<file path="config.mk">
export PLATFORM = sky130hd
export DESIGN_NAME = reg_file_flags_flat
export DESIGN_NICKNAME = d
export VERILOG_FILES = /design/src/rtl/reg_file_flags_pkg.sv /design/src/rtl/reg_file_flags_if.sv /design/src/rtl/reg_file_flags_flag_reg.sv /design/src/rtl/reg_file_flags.sv /design/src/flat_wrapper.sv
export SDC_FILE = /design/constraint.sdc
export NUM_CORES = 1
export LEC_CHECK = 0
export CELL_PAD_IN_SITES_DETAIL_PLACEMENT = 0
export CELL_PAD_IN_SITES_GLOBAL_PLACEMENT = 1
export CORE_ASPECT_RATIO = 1.2
export CORE_MARGIN = 2
export CORE_UTILIZATION = 49
export CTS_BUF_LIST = sky130_fd_sc_hd__clkbuf_8 sky130_fd_sc_hd__clkbuf_16
export CTS_CLUSTER_DIAMETER = 60
export CTS_CLUSTER_SIZE = 20
export DETAILED_ROUTE_END_ITERATION = 8
export GPL_TIMING_DRIVEN = 0
export PLACE_DENSITY_LB_ADDON = 0.1
export SLEW_MARGIN = 10
export SYNTH_ARGS = -nofsm -noshare
export SYNTH_HDL_FRONTEND = slang
export SYNTH_HIERARCHICAL = 1
export SYNTH_SLANG_ARGS = --single-unit
</file>
<file path="constraint.sdc">
create_clock -name Clk -period 5 [get_ports Clk]
set_input_delay 1 -clock Clk [delete_from_list [all_inputs] [get_ports Clk]]
set_output_delay 1 -clock Clk [all_outputs]
set_load 0.01 [all_outputs]
</file>
<file path="src/rtl/reg_file_flags_pkg.sv">
// Shared types and constants for the operand-supply register file and its status flags.
// Flag bit positions follow the {SC, Zero, Parity, OutBit} ordering used by the ALU.
package reg_file_flags_pkg;

    localparam int D_WIDTH_DEF = 8;
    localparam int A_WIDTH_DEF = 3;
    localparam int FLAG_W      = 4;

    localparam int FLAG_SC     = 3;
    localparam int FLAG_ZERO   = 2;
    localparam int FLAG_PARITY = 1;
    localparam int FLAG_OUTBIT = 0;

    typedef enum logic {
        RF_IDLE  = 1'b0,
        RF_SWAP2 = 1'b1
    } rf_state_t;

    // Bits selected by m take the new value d; all other bits keep q.
    function automatic logic [FLAG_W-1:0] masked_load(
        input logic [FLAG_W-1:0] q,
        input logic [FLAG_W-1:0] d,
        input logic [FLAG_W-1:0] m
    );
        return (q & ~m) | (d & m);
    endfunction

endpackage

</file>
<file path="src/rtl/reg_file_flags_if.sv">
// Operand/flag bus between the controller (master) and the register file (slave).
interface reg_file_flags_if #(
    parameter int D_WIDTH = 8,
    parameter int A_WIDTH = 3
);
    logic [A_WIDTH-1:0] RaddrA;
    logic [A_WIDTH-1:0] RaddrB;
    logic [D_WIDTH-1:0] DataOutA;
    logic [D_WIDTH-1:0] DataOutB;
    logic               WriteEn;
    logic [A_WIDTH-1:0] Waddr;
    logic [D_WIDTH-1:0] DataIn;
    logic               SwapReq;
    logic               FlagWen;
    logic [3:0]         FlagMask;
    logic [3:0]         FlagsIn;
    logic [3:0]         Flags;
    logic               SC_out;
    logic               Busy;

    modport master (
        output RaddrA, RaddrB, WriteEn, Waddr, DataIn, SwapReq, FlagWen, FlagMask, FlagsIn,
        input  DataOutA, DataOutB, Flags, SC_out, Busy
    );

    modport slave (
        input  RaddrA, RaddrB, WriteEn, Waddr, DataIn, SwapReq, FlagWen, FlagMask, FlagsIn,
        output DataOutA, DataOutB, Flags, SC_out, Busy
    );
endinterface

</file>
<file path="src/rtl/reg_file_flags_flag_reg.sv">
// 4-bit status register with per-bit load mask; bits outside the mask hold.
module flag_reg
    import reg_file_flags_pkg::*;
(
    input  logic              Clk,
    input  logic              Reset,
    input  logic              Wen,
    input  logic [FLAG_W-1:0] Mask,
    input  logic [FLAG_W-1:0] D,
    output logic [FLAG_W-1:0] Q
);

    // Masked flag capture with synchronous clear.
    always_ff @(posedge Clk) begin
        if (Reset) begin
            Q <= {FLAG_W{1'b0}};
        end else if (Wen) begin
            Q <= masked_load(Q, D, Mask);
        end else begin
            Q <= Q;
        end
    end

endmodule

</file>
<file path="src/rtl/reg_file_flags.sv">
// 8x8 register file feeding the ALU, with status flags and a two-cycle SWAP over one write port.
// Reads are deliberately unbypassed: a bypass would close a combinational loop through the ALU.
module reg_file_flags
    import reg_file_flags_pkg::*;
#(
    parameter int D_WIDTH = D_WIDTH_DEF,
    parameter int A_WIDTH = A_WIDTH_DEF
) (
    input  logic            Clk,
    input  logic            Reset,
    reg_file_flags_if.slave bus
);

    localparam int NUM_REGS = 2 ** A_WIDTH;

    logic [D_WIDTH-1:0] regs_r [NUM_REGS];
    rf_state_t          state_r;
    logic [D_WIDTH-1:0] tmp_r;
    logic [A_WIDTH-1:0] saddr_r;
    logic               busy_s;
    logic               flag_wen_s;
    logic [FLAG_W-1:0]  flags_s;

    assign busy_s     = (state_r == RF_SWAP2);
    assign flag_wen_s = bus.FlagWen & ~busy_s;

    assign bus.DataOutA = regs_r[bus.RaddrA];
    assign bus.DataOutB = regs_r[bus.RaddrB];
    assign bus.Busy     = busy_s;
    assign bus.Flags    = flags_s;
    assign bus.SC_out   = flags_s[FLAG_SC];

    // Storage, swap sequencing and swap temporary; a started swap takes the write port from WriteEn.
    always_ff @(posedge Clk) begin
        if (Reset) begin
            for (int i = 0; i < NUM_REGS; i++) begin
                regs_r[i] <= {D_WIDTH{1'b0}};
            end
            state_r <= RF_IDLE;
            tmp_r   <= {D_WIDTH{1'b0}};
            saddr_r <= {A_WIDTH{1'b0}};
        end else begin
            case (state_r)
                RF_IDLE: begin
                    if (bus.SwapReq && (bus.RaddrA != bus.RaddrB)) begin
                        regs_r[bus.RaddrB] <= regs_r[bus.RaddrA];
                        tmp_r              <= regs_r[bus.RaddrB];
                        saddr_r            <= bus.RaddrA;
                        state_r            <= RF_SWAP2;
                    end else if (bus.WriteEn) begin
                        regs_r[bus.Waddr]  <= bus.DataIn;
                    end else begin
                        state_r            <= RF_IDLE;
                    end
                end
                RF_SWAP2: begin
                    regs_r[saddr_r] <= tmp_r;
                    state_r         <= RF_IDLE;
                end
                default: begin
                    state_r <= RF_IDLE;
                end
            endcase
        end
    end

    flag_reg u_flag_reg (
        .Clk   (Clk),
        .Reset (Reset),
        .Wen   (flag_wen_s),
        .Mask  (bus.FlagMask),
        .D     (bus.FlagsIn),
        .Q     (flags_s)
    );

endmodule

</file>
<file path="src/flat_wrapper.sv">
// flat-port wrapper written by rule: the top's interface ports become plain ports
module reg_file_flags_flat import reg_file_flags_pkg::*;
#(
    parameter int D_WIDTH = D_WIDTH_DEF,
    parameter int A_WIDTH = A_WIDTH_DEF
)
  (Clk, Reset, bus_RaddrA, bus_RaddrB, bus_WriteEn, bus_Waddr, bus_DataIn, bus_SwapReq, bus_FlagWen, bus_FlagMask, bus_FlagsIn, bus_DataOutA, bus_DataOutB, bus_Flags, bus_SC_out, bus_Busy);
  reg_file_flags_if #(.D_WIDTH(D_WIDTH), .A_WIDTH(A_WIDTH)) bus_i ();
  input  logic Clk;
  input  logic Reset;
  input wire logic [$bits(bus_i.RaddrA)-1:0] bus_RaddrA;
  input wire logic [$bits(bus_i.RaddrB)-1:0] bus_RaddrB;
  input wire logic [$bits(bus_i.WriteEn)-1:0] bus_WriteEn;
  input wire logic [$bits(bus_i.Waddr)-1:0] bus_Waddr;
  input wire logic [$bits(bus_i.DataIn)-1:0] bus_DataIn;
  input wire logic [$bits(bus_i.SwapReq)-1:0] bus_SwapReq;
  input wire logic [$bits(bus_i.FlagWen)-1:0] bus_FlagWen;
  input wire logic [$bits(bus_i.FlagMask)-1:0] bus_FlagMask;
  input wire logic [$bits(bus_i.FlagsIn)-1:0] bus_FlagsIn;
  output wire logic [$bits(bus_i.DataOutA)-1:0] bus_DataOutA;
  output wire logic [$bits(bus_i.DataOutB)-1:0] bus_DataOutB;
  output wire logic [$bits(bus_i.Flags)-1:0] bus_Flags;
  output wire logic [$bits(bus_i.SC_out)-1:0] bus_SC_out;
  output wire logic [$bits(bus_i.Busy)-1:0] bus_Busy;
  assign bus_i.RaddrA = bus_RaddrA;
  assign bus_i.RaddrB = bus_RaddrB;
  assign bus_i.WriteEn = bus_WriteEn;
  assign bus_i.Waddr = bus_Waddr;
  assign bus_i.DataIn = bus_DataIn;
  assign bus_i.SwapReq = bus_SwapReq;
  assign bus_i.FlagWen = bus_FlagWen;
  assign bus_i.FlagMask = bus_FlagMask;
  assign bus_i.FlagsIn = bus_FlagsIn;
  assign bus_DataOutA = bus_i.DataOutA;
  assign bus_DataOutB = bus_i.DataOutB;
  assign bus_Flags = bus_i.Flags;
  assign bus_SC_out = bus_i.SC_out;
  assign bus_Busy = bus_i.Busy;
  reg_file_flags #(.D_WIDTH(D_WIDTH), .A_WIDTH(A_WIDTH)) u_core (.Clk(Clk), .Reset(Reset), .bus(bus_i));
endmodule
</file>
==> summary.md <==
| Metric | Value |
|---|---|
| Nets | 458 |
| Largest net degree at the start of global routing | 14 |
| Synth unique cells | 43 |
| Leading cell type in the layout, fill and taps excluded | nor2_1 |
| Synth Register Bits | 80 |
| Max Slew Vio Count | 0 |
| Max Root-Sink Buffers | 2 |
| Worst Hold Class | reg2reg |
| Max_cap viols | 0 |
| Hold buffers post-CTS | 0 |
| Die span in y | 108.8 µm |
| Worst path arrival time | 4.18 ns |
| Power density over the cells | 294.2 nW/µm² |
| Antenna diode count | 0 |
| Clock root buffer | clkbuf_8 |
| Overflow after GRT | 0 |
| Post-synth top area cell | edfxtp_1 |
| Fillers | 753 |
| Final setup fails | 0 |
| Post-Syn Instances | 370 |
| Nature of the critical path endpoint | flop |
| Post-CTS resize count | 0 |
| Period utilisation layout | 84.02% |
| Peak supply drop | 0.0001751 V |
| Vias per inst | 6.045 |
| P&R area growth vs syn | 17.47% |
| Gr usage total | 27.50% |
| Initial antenna violation count | 0 |
| Final hold vios | 0 |
| CP cell instances | clkdlybuf4s50_1 -> buf_6 -> or3b_4 -> clkbuf_1 -> o211ai_1 -> nand2_1 -> a21o_1 -> buf_4 -> o21bai_1 |
| 1st-iter DRT viols | 363 |
| Vias in the first global route | 3460 |
| DP HPWL | 8991 µm |
| Avg Cell Area, Syn | 12.12 µm² |
| Leakage | 1.774 nW |
| Setup tns final | 0 ns |
| Core Region | 8986 µm² |
| Met2 GRT Util | 50.48% |
| # port buffers | 47 |
| Worst slew pin tran | 1.068 ns |
| Crit path required time | 4.98 ns |
| Width of the die | 91.32 µm |
| Sink Count | 80 |
| Hold slack | 0.4861 ns |
| Run status | finished clean |
| Final WL | 12660 µm |
| Met3 usage | 5.045% |
| Grt met1 use | 31.57% |
| Top cells by area, synth | edfxtp_1 (43%), mux4_2 (16%), dfxtp_1 (7.1%), nor2_1 (6.1%), mux2_2 (4.0%) |
| Min cycle time layout | 4.201 ns |
| Layer carrying the most global-route usage | met2 |
| Startpoint types | input port |
| Cts bufs inserted | 9 |
| Num rows | 38 |
| Die Footprint | 9933 µm² |
| Clock-pin slew on the worst setup and hold paths | 0.08 ns |
| Drt pass-1 iters | 5 |
| Slew headroom | 28.68% |
| Slowest cell delay on critical path | 0.84 ns |
| YS warnings | 6 |
| Bufs and invs on worst path | 4 |
| # IOs | 52 |
| Postcts setup bufs | 0 |
| Crit Path Class | in2reg |
| Initial Util | 49.89% |
| Clock skew | 0.007691 ns |
| Synth Net Count | 400 |
| CTS tree | done |
| Layout cell share with drive strength beyond 1 | 21.48% |
| Max stage delay cell, worst path | o21bai_1 |
| Post-route ant nets | 0 |
| Share of the synthesized area in the top cell type | 42.87% |
| Clock latency on the worst-skew pair | 0.36 ns |
| Crit path max-delay family | compound AO/OA/AOI/OAI gates |
| First-pass GRT wire length | 19430 µm |
| Syn Std Cell Area | 4483 µm² |
| Worst-path fanout max | 10 |
| Via count | 3343 |
| F_max | 0.2380 GHz |
| RSZ-0062 raised after global routing | no |
| Register area share after synthesis | 50.01% |
| Htree depth | 3 |
| WL per Instance | 22.90 µm |
| DRC | 0 |
| Most frequent cells in the layout | nor2_1 (73), edfxtp_1 (64), clkdlybuf4s50_1 (47) |
| Gpl congestion | 0.8557 |
## metrics by stage
stage	instance area [µm²]	total power, W	instances	utilization, %	setup slack [ns]
finish	5266	0.001549	553	58.60	0.7991
global route	5266	0.001615	553	58.60	0.6595
CTS	5266	0.001556	553	58.60	0.8481
detailed placement	5104	0.001150	537	56.79	0.4841
global placement	5104	0.001146	537	56.79	0.5360
floorplan	4483	0.001008	370	-	1.667
## cell families (layout without fill, tap and decap cells)
logic type / count (synthesis) / after routing / synth area share (%)
simple gates: 147 / 147 / 14.60
flops: 80 / 80 / 50.01
compound gates: 59 / 59 / 10.05
mux: 48 / 48 / 20.09
buf+inv: 33 / 96 / 4.326
xor+xnor: 3 / 3 / 0.9210
## worst register-to-register path, stage by stage, from the launching register on
cell	delay (ns)
dfxtp_1	0.42
clkbuf_1	0.33
nor2b_1	0.33
nor4_2	0.14
a2111oi_4	0.74
inv_2	0.13
o21bai_1	0.83
## power by group
| group | switching, W | total (W) | internal, W | leakage [nW] |
|---|---|---|---|---|
| combinational | 0.000196 | 0.000354 | 0.000158 | 0.894 |
| sequential | 0.0000202 | 0.000783 | 0.000763 | 0.795 |
| clock | 0.000238 | 0.000413 | 0.000175 | 0.0838 |
## synth_stat cells, drive strengths merged
cell      n
nor2     73
edfxtp   64
mux4     32
nand2    31
buf      20
nor3     18
a21oi    16
dfxtp    16
mux2     16
o21ai    13
clkbuf   11
o31ai     9
o21bai    8
nand3     7
nor2b     5
a21bo     4
o211ai    4
or3       3
xor2      3
inv       2
nand2b    2
nor4      2
a2111oi   1
a21o      1
a221oi    1
a32oi     1
and3b     1
and4      1
nand4     1
nor3b     1
o31a      1
or3b      1
or4       1
## per-layer routing
metal | share of wire, % | wire length [µm] | vias up
met5 | 0 | 0 | -
met4 | 3.3 | 414 | 0
met3 | 6.3 | 799 | 26
met2 | 53 | 6771 | 132
met1 | 37 | 4677 | 1681
li1 | - | - | 1504
## flip-flops by register name, summed over array words and instances (netlist names), named ones only
register	flops
u_core/regs_r	64
u_core/saddr_r	3
u_core/bus.Busy	1
u_core/tmp_r	8
## final cells by class
class | count | area [µm²] | area share [%]
Timing Repair Buffer | 47 | 470.5 | 8.933
Clock inverter | 7 | 38.79 | 0.7365
Multi-Input combinational cell | 257 | 2047 | 38.87
Inverter | 2 | 7.507 | 0.1426
Tap cell | 120 | 150.1 | 2.851
Buffer | 31 | 186.4 | 3.540
Clock buffer | 9 | 123.9 | 2.352
Sequential cell | 80 | 2242 | 42.58
## worst paths after layout
| path | slack (ns) | to | cells past startpoint | from |
|---|---|---|---|---|
| worst max-delay path | 0.80 | u_core/regs_r[0][1] | 9 | Reset |
| worst min-delay path | 0.49 | u_core/saddr_r[0] | 2 | u_core/saddr_r[0] |
| worst max register to register | 1.71 | u_core/regs_r[3][0] | 6 | u_core/bus.Busy |
| worst min register to register | 0.49 | u_core/saddr_r[0] | 2 | u_core/saddr_r[0] |
Note: power is estimated with default switching activity, not from simulation.
